`src/rtl/mdu_iter.sv`:
```
// mdu_iter: iterative RV32M multiply/divide unit for the EX-stage handshake.
//
// A radix-2 shift-add multiplier and a restoring divider share one pair of
// XLEN-bit working registers (hi/lo) and one iteration counter. Operands are
// reduced to magnitudes when an op is accepted. The sign is applied once, when
// the final iteration loads the result register.
//
// Ports:
//   clk    in   rising-edge clock
//   rst    in   synchronous active-high reset (discards any in-flight op)
//   start  in   request, sampled only while busy=0
//   func3  in   M-ext op: MUL, MULH, MULHSU, MULHU, DIV, DIVU, REM, REMU
//   rs1    in   operand A (dividend)
//   rs2    in   operand B (divisor)
//   result out  registered result, held until the next op completes
//   busy   out  high while iterating (CALC)
//   valid  out  single-cycle completion pulse (DONE)
//
// Optional build macro MDU_EARLY_OUT_EN: when it is defined, divide-by-zero
// and signed-overflow divisions skip CALC and complete in DONE immediately
// after acceptance. The results are the same as in the default build.
module mdu_iter #(
    parameter int XLEN = 32
) (
    input  logic            clk,
    input  logic            rst,
    input  logic            start,
    input  logic [2:0]      func3,
    input  logic [XLEN-1:0] rs1,
    input  logic [XLEN-1:0] rs2,
    output logic [XLEN-1:0] result,
    output logic            busy,
    output logic            valid
);
    localparam int CW = (XLEN > 1) ? $clog2(XLEN) : 1;

    typedef enum logic [1:0] {S_IDLE, S_CALC, S_DONE} state_t;

    state_t            state_reg, state_next;
    logic [CW-1:0]     counter_reg;
    logic [2:0]        op_reg;
    logic [XLEN-1:0]   rs1_reg, b_mag_reg, hi_reg, lo_reg, result_reg;
    logic              neg_reg, div0_reg, ovf_reg;

    // Operand decode for the request on the inputs.
    logic              a_signed, b_signed, a_neg, b_neg, neg_in;
    logic              div0_in, ovf_in, early_out, accept, last_iter;
    logic [XLEN-1:0]   a_mag, b_mag;

    // Datapath for one iteration, plus the final result.
    logic [XLEN:0]     mul_sum, div_shift, div_diff;
    logic [XLEN-1:0]   hi_next, lo_next, res_final;
    logic [2*XLEN-1:0] prod, prod_s;

    // Result of the two special division cases. This is shared by the
    // early-out path and by the fix-up done when CALC finishes.
    function automatic logic [XLEN-1:0] special_result(
        input logic            is_rem,
        input logic            div0,
        input logic [XLEN-1:0] dividend
    );
        if (div0)
            return is_rem ? dividend : {XLEN{1'b1}};
        else
            return is_rem ? {XLEN{1'b0}} : dividend;
    endfunction

    always_comb begin
        a_signed = func3[2] ? ~func3[0] : (func3[1:0] != 2'b11);
        b_signed = func3[2] ? ~func3[0] : ~func3[1];
        a_neg    = a_signed & rs1[XLEN-1];
        b_neg    = b_signed & rs2[XLEN-1];
        a_mag    = a_neg ? -rs1 : rs1;
        b_mag    = b_neg ? -rs2 : rs2;
        // A remainder follows the dividend's sign. Every other op uses the
        // product/quotient sign.
        neg_in   = (func3 == 3'b110) ? a_neg : (a_neg ^ b_neg);
        div0_in  = func3[2] && (rs2 == '0);
        ovf_in   = func3[2] && !func3[0] && !div0_in &&
                   (rs1 == {1'b1, {(XLEN-1){1'b0}}}) && (rs2 == {XLEN{1'b1}});
`ifdef MDU_EARLY_OUT_EN
        early_out = div0_in || ovf_in;
`else
        early_out = 1'b0;
`endif
        accept    = start && (state_reg != S_CALC);
        last_iter = (counter_reg == CW'(XLEN - 1));
    end

    // One iteration step.
    // Multiply: hi accumulates the product and lo shifts the multiplier out.
    // Divide: hi holds the partial remainder. lo shifts the dividend out and
    // the quotient bits in.
    always_comb begin
        mul_sum   = {1'b0, hi_reg} + (lo_reg[0] ? {1'b0, b_mag_reg} : '0);
        div_shift = {hi_reg, lo_reg[XLEN-1]};
        div_diff  = div_shift - {1'b0, b_mag_reg};
        hi_next   = hi_reg;
        lo_next   = lo_reg;
        if (!op_reg[2]) begin
            hi_next = mul_sum[XLEN:1];
            lo_next = {mul_sum[0], lo_reg[XLEN-1:1]};
        end else if (!div_diff[XLEN]) begin
            hi_next = div_diff[XLEN-1:0];
            lo_next = {lo_reg[XLEN-2:0], 1'b1};
        end else begin
            hi_next = div_shift[XLEN-1:0];
            lo_next = {lo_reg[XLEN-2:0], 1'b0};
        end
    end

    // Sign fix-up and half selection, applied to the last iteration's output.
    always_comb begin
        prod      = {hi_next, lo_next};
        prod_s    = neg_reg ? -prod : prod;
        res_final = '0;
        if (!op_reg[2])
            res_final = (op_reg[1:0] == 2'b00) ? prod_s[XLEN-1:0] : prod_s[2*XLEN-1:XLEN];
        else if (div0_reg || ovf_reg)
            res_final = special_result(op_reg[1], div0_reg, rs1_reg);
        else if (op_reg[1])
            res_final = neg_reg ? -hi_next : hi_next;
        else
            res_final = neg_reg ? -lo_next : lo_next;
    end

    // State register and datapath registers.
    always_ff @(posedge clk) begin
        if (rst) begin
            state_reg   <= S_IDLE;
            counter_reg <= '0;
            result_reg  <= '0;
            op_reg      <= '0;
            rs1_reg     <= '0;
            b_mag_reg   <= '0;
            hi_reg      <= '0;
            lo_reg      <= '0;
            neg_reg     <= 1'b0;
            div0_reg    <= 1'b0;
            ovf_reg     <= 1'b0;
        end else begin
            state_reg <= state_next;
            if (accept) begin
                op_reg      <= func3;
                rs1_reg     <= rs1;
                b_mag_reg   <= b_mag;
                hi_reg      <= '0;
                lo_reg      <= a_mag;
                neg_reg     <= neg_in;
                div0_reg    <= div0_in;
                ovf_reg     <= ovf_in;
                counter_reg <= '0;
                if (early_out)
                    result_reg <= special_result(func3[1], div0_in, rs1);
            end else if (state_reg == S_CALC) begin
                hi_reg      <= hi_next;
                lo_reg      <= lo_next;
                counter_reg <= counter_reg + CW'(1);
                if (last_iter)
                    result_reg <= res_final;
            end
        end
    end

    // Next-state logic.
    always_comb begin
        state_next = state_reg;
        case (state_reg)
            S_CALC:  if (last_iter) state_next = S_DONE;
            default: begin
                if (accept)
                    state_next = early_out ? S_DONE : S_CALC;
                else
                    state_next = S_IDLE;
            end
        endcase
    end

    // Output logic.
    always_comb begin
        busy   = (state_reg == S_CALC);
        valid  = (state_reg == S_DONE);
        result = result_reg;
    end
endmodule
```
`config.mk`:
```
export PLATFORM = sky130hd
export DESIGN_NAME = mdu_iter
export DESIGN_NICKNAME = d
export VERILOG_FILES = /design/src/rtl/mdu_iter.sv
export SDC_FILE = /design/constraint.sdc
export NUM_CORES = 1
export LEC_CHECK = 0
export CORE_MARGIN = 2
export CORE_UTILIZATION = 35
export CTS_CLUSTER_DIAMETER = 30
export DETAILED_ROUTE_END_ITERATION = 6
export PLACE_DENSITY = 0.6
export SETUP_SLACK_MARGIN = 0.15
export SYNTH_ARGS = -nofsm -noshare
export SYNTH_HDL_FRONTEND = slang
export SYNTH_SLANG_ARGS = --single-unit
```
`constraint.sdc`:
```
create_clock -name clk -period 15.65 [get_ports clk]
set_input_delay 1.565 -clock clk [delete_from_list [all_inputs] [get_ports clk]]
set_output_delay 1.565 -clock clk [all_outputs]
set_load 0.02 [all_outputs]
```
==> results.json, run 1 <==
{
  "crit_path_start": "hi_reg[1]$_SDFFE_PP0P_",
  "ctsResizeCount": 0,
  "cts_inserted_buffers": 17,
  "vias": 17660,
  "post_cts_buffers": 0,
  "final_util": 0.3991,
  "port_buffers": 103,
  "synth_common_cells": "285 x nand2_1, 252 x a21oi_1, 233 x nor2_1, 173 x dfxtp_1, 147 x o21ai_0",
  "fin_crit_ns": 6.411,
  "yosysTopAreaCell": "dfxtp_1",
  "setup_ws_ns": 9.239,
  "cp.required_ns": 16.09,
  "holdCritPathClass": "reg2reg",
  "yosysWarnings": 0,
  "initial_core_util": 0.3557,
  "grt_max_degree": 97,
  "syn_area_per_cell_um2": 7.046,
  "min_path_cells": 2,
  "cts-htree-levels": 4,
  "rsz0062_at_grt": "false",
  "hold_ws_ns": 0.4604,
  "preCtsSetupSlack_ns": 9.393,
  "r2r-end": "result[30]$_SDFFE_PP0P_",
  "synth_most_common_cell": "nand2_1",
  "fill_cells": 4872,
  "grt_use_total": 0.2716,
  "synthesis.area_um2": 16180,
  "outcome": "finished clean",
  "max_freq_ghz": 0.1560,
  "dp_hpwl_um": 50010,
  "insertion_delay_ns": 0.51,
  "tns_ns": 0,
  "via_per_inst": 6.069,
  "grt_pass1_vias": 16320,
  "period_share": 0.4096,
  "path_class": "reg2reg",
  "synth_top_area_frac": 0.2141,
  "antenna_found_initial": 0,
  "fp.dieW_um": 219.0,
  "cts_hold_buf": 0,
  "crit_end": "result[30]$_SDFFE_PP0P_",
  "n_antenna_cell": 0,
  "grt_pass1_wl_um": 99180,
  "r2r-start": "hi_reg[1]$_SDFFE_PP0P_",
  "ant_nets": 0,
  "wirelength_um": 65440,
  "cap_violations": 0,
  "drive_gt1_frac": 0.04981,
  "dieArea_um2": 47960,
  "vdd.ir_drop.worst_mv": 0.1008,
  "cts_tree": "yes",
  "worstHoldStart": "counter_reg[4]$_SDFFE_PP0P_",
  "ys_seq_area_frac": 0.2141,
  "final_nets": 2439,
  "clockRootBuffer": "clkbuf_16",
  "power_mw": 1.525,
  "fp.dieH_um": 219.0,
  "synth_area_leaders": "dfxtp_1 21%, a21oi_1 7.8%, nand2_1 6.6%, ha_1 5.5%, nor2_1 5.4%",
  "clkTransAtPathRegs_ns": 0.08,
  "multi_input_area_um2": 11880,
  "globalplace.congestion": 0.9808,
  "synthesis.nets": 2439,
  "cp-end-kind": "register",
  "grt_overflow": 0,
  "path_max_fanout": 11,
  "worst_pin_slew_ns": 1.158,
  "fp-row-count": 78,
  "p_leak_nw": 6.665,
  "powerDensity_nw_per_um2": 84.01,
  "finalHoldViolCount": 0,
  "clock_sink_count": 173,
  "ys.flop_type": "dfxtp_1",
  "finClkSkew_ns": 0.01549,
  "drc_errors": 0,
  "setup_viol": 0,
  "drtIter0Drc": 1734,
  "core_um2": 45480,
  "synth-async-reset-ratio": 0,
  "rrSetupSlack_ns": 9.24,
  "seq_area_um2": 3468,
  "wire_per_inst_um": 22.50,
  "synth_edf_count": 0,
  "syn_inst": 2296,
  "drtPass1Iterations": 5,
  "pin_count": 104,
  "syn_to_final_growth_pct": 12.18,
  "r2r_cells": 22,
  "worstPathArrival_ns": 6.85,
  "clockBufferDepth": 2,
  "slew-limit-headroom": 0.2252,
  "ys_types": 92,
  "synth_seq_cells": 173,
  "critPathLaunchType": "register",
  "slew_viol_final": 0
}
[routing by layer]
| metal | track usage | wire length [µm] |
|---|---|---|
| met1 | 0.3709 | 28950 |
| met2 | 0.4185 | 28590 |
| met3 | 0.05821 | 5720 |
| met4 | 0.1000 | 2184 |
| met5 | 0 | 0 |
[cells by family after synthesis]
| kind of cell | after synthesis | share of synthesized area |
|---|---|---|
| xor+xnor | 168 | 0.09095 |
| mux | 52 | 0.03387 |
| fa+ha+maj | 73 | 0.05739 |
| buf+inv | 217 | 0.05267 |
| flops | 173 | 0.2141 |
| simple gates | 844 | 0.2446 |
| compound gates | 769 | 0.3064 |
[worst max-delay path: stages, from the launching register on]
cell,delay [ns]
dfxtp_1,0.50
ha_1,0.34
nor2b_1,0.17
o311ai_1,0.59
nand2_1,0.18
a221o_1,0.40
and3_1,0.40
nor2_2,0.27
nand2_1,0.08
o211ai_1,0.09
o21ai_0,0.16
inv_1,0.17
ha_1,0.32
nor4b_1,0.26
o21ai_0,0.14
o31ai_1,0.13
o221ai_1,0.39
or3_1,0.55
or3_1,0.39
o41a_1,0.43
xnor2_1,0.16
nand2_1,0.07
a21oi_1,0.15
[worst min-delay path by stage]
stage / endpoint / slack, ns
after floorplan: rs1_reg[20]$_SDFFE_PP0P_ / 0.44
after global placement: result[21]$_SDFFE_PP0P_ / 0.44
after detailed placement: rs1_reg[12]$_SDFFE_PP0P_ / 0.45
after CTS: rs1_reg[12]$_SDFFE_PP0P_ / 0.46
after global routing: counter_reg[4]$_SDFFE_PP0P_ / 0.49
final: counter_reg[4]$_SDFFE_PP0P_ / 0.46
[final cells by class]
cell class / instances / share of cell area
inverter: 69 / 0.01427
clock inverter: 14 / 0.007928
timing repair buffer: 129 / 0.06715
multi-input combinational: 1906 / 0.6545
clock buffer: 18 / 0.02365
sequential: 173 / 0.1911
tap: 600 / 0.04136
[layout by cell type, fill, tap and decap left out, types with 21 or more instances in the layout]
| cell | Yosys | routed |
|---|---|---|
| xor2_1 | 76 | 76 |
| nand3_1 | 38 | 38 |
| o211ai_1 | 26 | 26 |
| or3_1 | 25 | 25 |
| inv_1 | 67 | 66 |
| o21ai_0 | 147 | 147 |
| a21o_1 | 26 | 26 |
| nand2b_1 | 22 | 21 |
| ha_1 | 71 | 71 |
| xnor2_1 | 92 | 92 |
| and3_1 | 21 | 21 |
| dfxtp_1 | 173 | 171 |
| o31ai_1 | 31 | 31 |
| nand4_1 | 22 | 22 |
| a211oi_1 | 70 | 70 |
| nor2_1 | 233 | 233 |
| a21oi_1 | 252 | 251 |
| nand2_1 | 285 | 285 |
| buf_4 | 0 | 27 |
| mux2i_1 | 33 | 33 |
| a31oi_1 | 28 | 28 |
| nor3_1 | 69 | 69 |
| clkdlybuf4s50_1 | 0 | 101 |
| a221oi_1 | 24 | 24 |
| and2_1 | 49 | 48 |
[report_power, final]
part	total [mW]	internal, mW	switching, mW	leakage [nW]
sequential	0.493	0.463	0.0302	1.42
clock	0.441	0.211	0.230	0.271
combinational	0.590	0.203	0.387	4.98
[per-stage QoR]
stage | instances | cell area, µm²
4_1_cts | 2909 | 18150
3_5_place_dp | 2877 | 17580
2_1_floorplan | 2296 | 16180
3_3_place_gp | 2877 | 17580
6_report | 2909 | 18150
5_1_grt | 2909 | 18150
No activity file was read; power rests on OpenSTA's default activity.
==> inputs of run 2 (changes only) <==
Settings changed: PLACE_DENSITY 0.6 to 0.62.
Clock period 15.65 ns to 5.8 ns, I/O delays scaled along.
==> results.json, run 2 (same netlist as run 1, synthesis figures left out) <==
{
  "outcome": "finished clean",
  "core_um2": 45480,
  "grt_pass1_wl_um": 103900,
  "insertion_delay_ns": 0.52,
  "via_per_inst": 6.096,
  "slew-limit-headroom": 0.05022,
  "cts_inserted_buffers": 17,
  "wirelength_um": 69330,
  "globalplace.congestion": 0.9581,
  "holdCritPathClass": "reg2reg",
  "worst_pin_slew_ns": 1.419,
  "vias": 18310,
  "path_max_fanout": 17,
  "fp.dieH_um": 219.0,
  "n_antenna_cell": 0,
  "tns_ns": 0,
  "p_leak_nw": 7.160,
  "fin_area_um2": 18950,
  "drtIter0Drc": 1882,
  "cts_tree": "yes",
  "drtPass1Iterations": 5,
  "fp-row-count": 78,
  "final_nets": 2533,
  "seq_area_um2": 3471,
  "fp.dieW_um": 219.0,
  "max_freq_ghz": 0.1832,
  "wire_per_inst_um": 23.09,
  "fill_cells": 4785,
  "drive_gt1_frac": 0.09155,
  "multi_input_area_um2": 11960,
  "path_class": "reg2reg",
  "grt_overflow": 0,
  "worstPathArrival_ns": 5.86,
  "grt_use_total": 0.2862,
  "final_cell_mix": "285 x nand2_1, 250 x a21oi_1, 232 x nor2_1, 169 x dfxtp_1, 147 x o21ai_0",
  "period_share": 0.9410,
  "dp_hpwl_um": 53690,
  "ant_nets": 0,
  "grt_pass1_vias": 16910,
  "drc_errors": 0,
  "antenna_found_initial": 0,
  "cap_violations": 0,
  "final_common_cell": "nand2_1",
  "clockBufferDepth": 2,
  "fin_crit_ns": 5.458,
  "port_buffers": 103,
  "cp-end-kind": "register",
  "post_dp_cell_area_um2": 18280,
  "finalHoldViolCount": 0,
  "hold_ws_ns": 0.4597,
  "dieArea_um2": 47960,
  "finClkSkew_ns": 0.01691,
  "pin_count": 104,
  "setup_viol": 0,
  "clockRootBuffer": "clkbuf_16",
  "grt_max_degree": 96,
  "cp.required_ns": 6.21,
  "slew_viol_final": 0,
  "cts-htree-levels": 4,
  "clock_sink_count": 173,
  "critPathLaunchType": "register",
  "clkTransAtPathRegs_ns": 0.08,
  "vdd.ir_drop.worst_mv": 0.2675,
  "initial_core_util": 0.3557,
  "rsz0062_at_grt": "true",
  "powerDensity_nw_per_um2": 229.3,
  "syn_to_final_growth_pct": 17.15
}
[run 2: cell count changes in the layout (fill, tap and decap cells not counted), sizes merged]
cell	before	now
buf	28	122
bufinv	0	2
clkinv	5	3
clkbuf	18	20
clkinvlp	3	2
inv	75	74
[run 2: stage by stage]
step	power [mW]	utilization	instances	setup slack [ns]
6_report	4.346	0.4167	3003	0.3423
5_1_grt	4.537	0.4167	3003	0.08341
4_1_cts	4.296	0.4152	3002	0.1837
3_5_place_dp	3.038	0.4020	2970	0.02642
3_3_place_gp	3.028	0.4020	2970	0.2014
2_1_floorplan	2.401	-	2296	0.1799
[run 2: report_power, final]
group          switching [mW]  internal [mW]
sequential             0.0774           1.25
clock                   0.608          0.657
combinational            1.10          0.652
total                    1.79           2.56
[run 2: final timing paths]
check | depth (start not counted) | start | slack [ns] | to
max | 17 | lo_reg[0]$_SDFFE_PP0P_ | 0.34 | result[23]$_SDFFE_PP0P_
min | 2 | result[21]$_SDFFE_PP0P_ | 0.46 | result[21]$_SDFFE_PP0P_
max reg2reg | 17 | lo_reg[0]$_SDFFE_PP0P_ | 0.34 | result[23]$_SDFFE_PP0P_
min reg2reg | 2 | result[21]$_SDFFE_PP0P_ | 0.46 | result[21]$_SDFFE_PP0P_
[run 2: layout make-up]
cell class                      instances  area share
Clock buffer                           20     0.02357
Tap cell                              600     0.03961
Multi-Input combinational cell       1906      0.6308
Sequential cell                       173      0.1831
Inverter                               69     0.01367
Clock inverter                         12    0.007724
Timing Repair Buffer                  223      0.1015
[run 2: metal layers]
| layer | track usage | routed length, µm |
|---|---|---|
| met5 | 0 | 0 |
| met4 | 0.09910 | 2143 |
| met3 | 0.05793 | 5803 |
| met2 | 0.4540 | 31020 |
| met1 | 0.3848 | 30360 |
[run 2: repair_timing]
action | 4_1_cts | 5_1_grt
pin swaps | 0 | 1
resized for setup | 1 | 14
endpoints found under the setup margin | 2 | 13
hold buffers | 0 | 0
buffers inserted | 0 | 1
[run 2: worst max-delay path, cell delays in order, from the launching register on]
cell and delay, ns:
dfxtp_2 0.44, and2_1 0.21, ha_1 0.22, fa_1 0.43, a211oi_1 0.34, o21ai_1 0.19, a41oi_1 0.33, nand2_1 0.23
xor2_1 0.27, or3_1 0.36, o311a_1 0.18, or3b_1 0.52, or2_4 0.27, or4_4 0.55, o21ai_1 0.17, xor2_1 0.27
o21ai_1 0.09, a32o_1 0.25
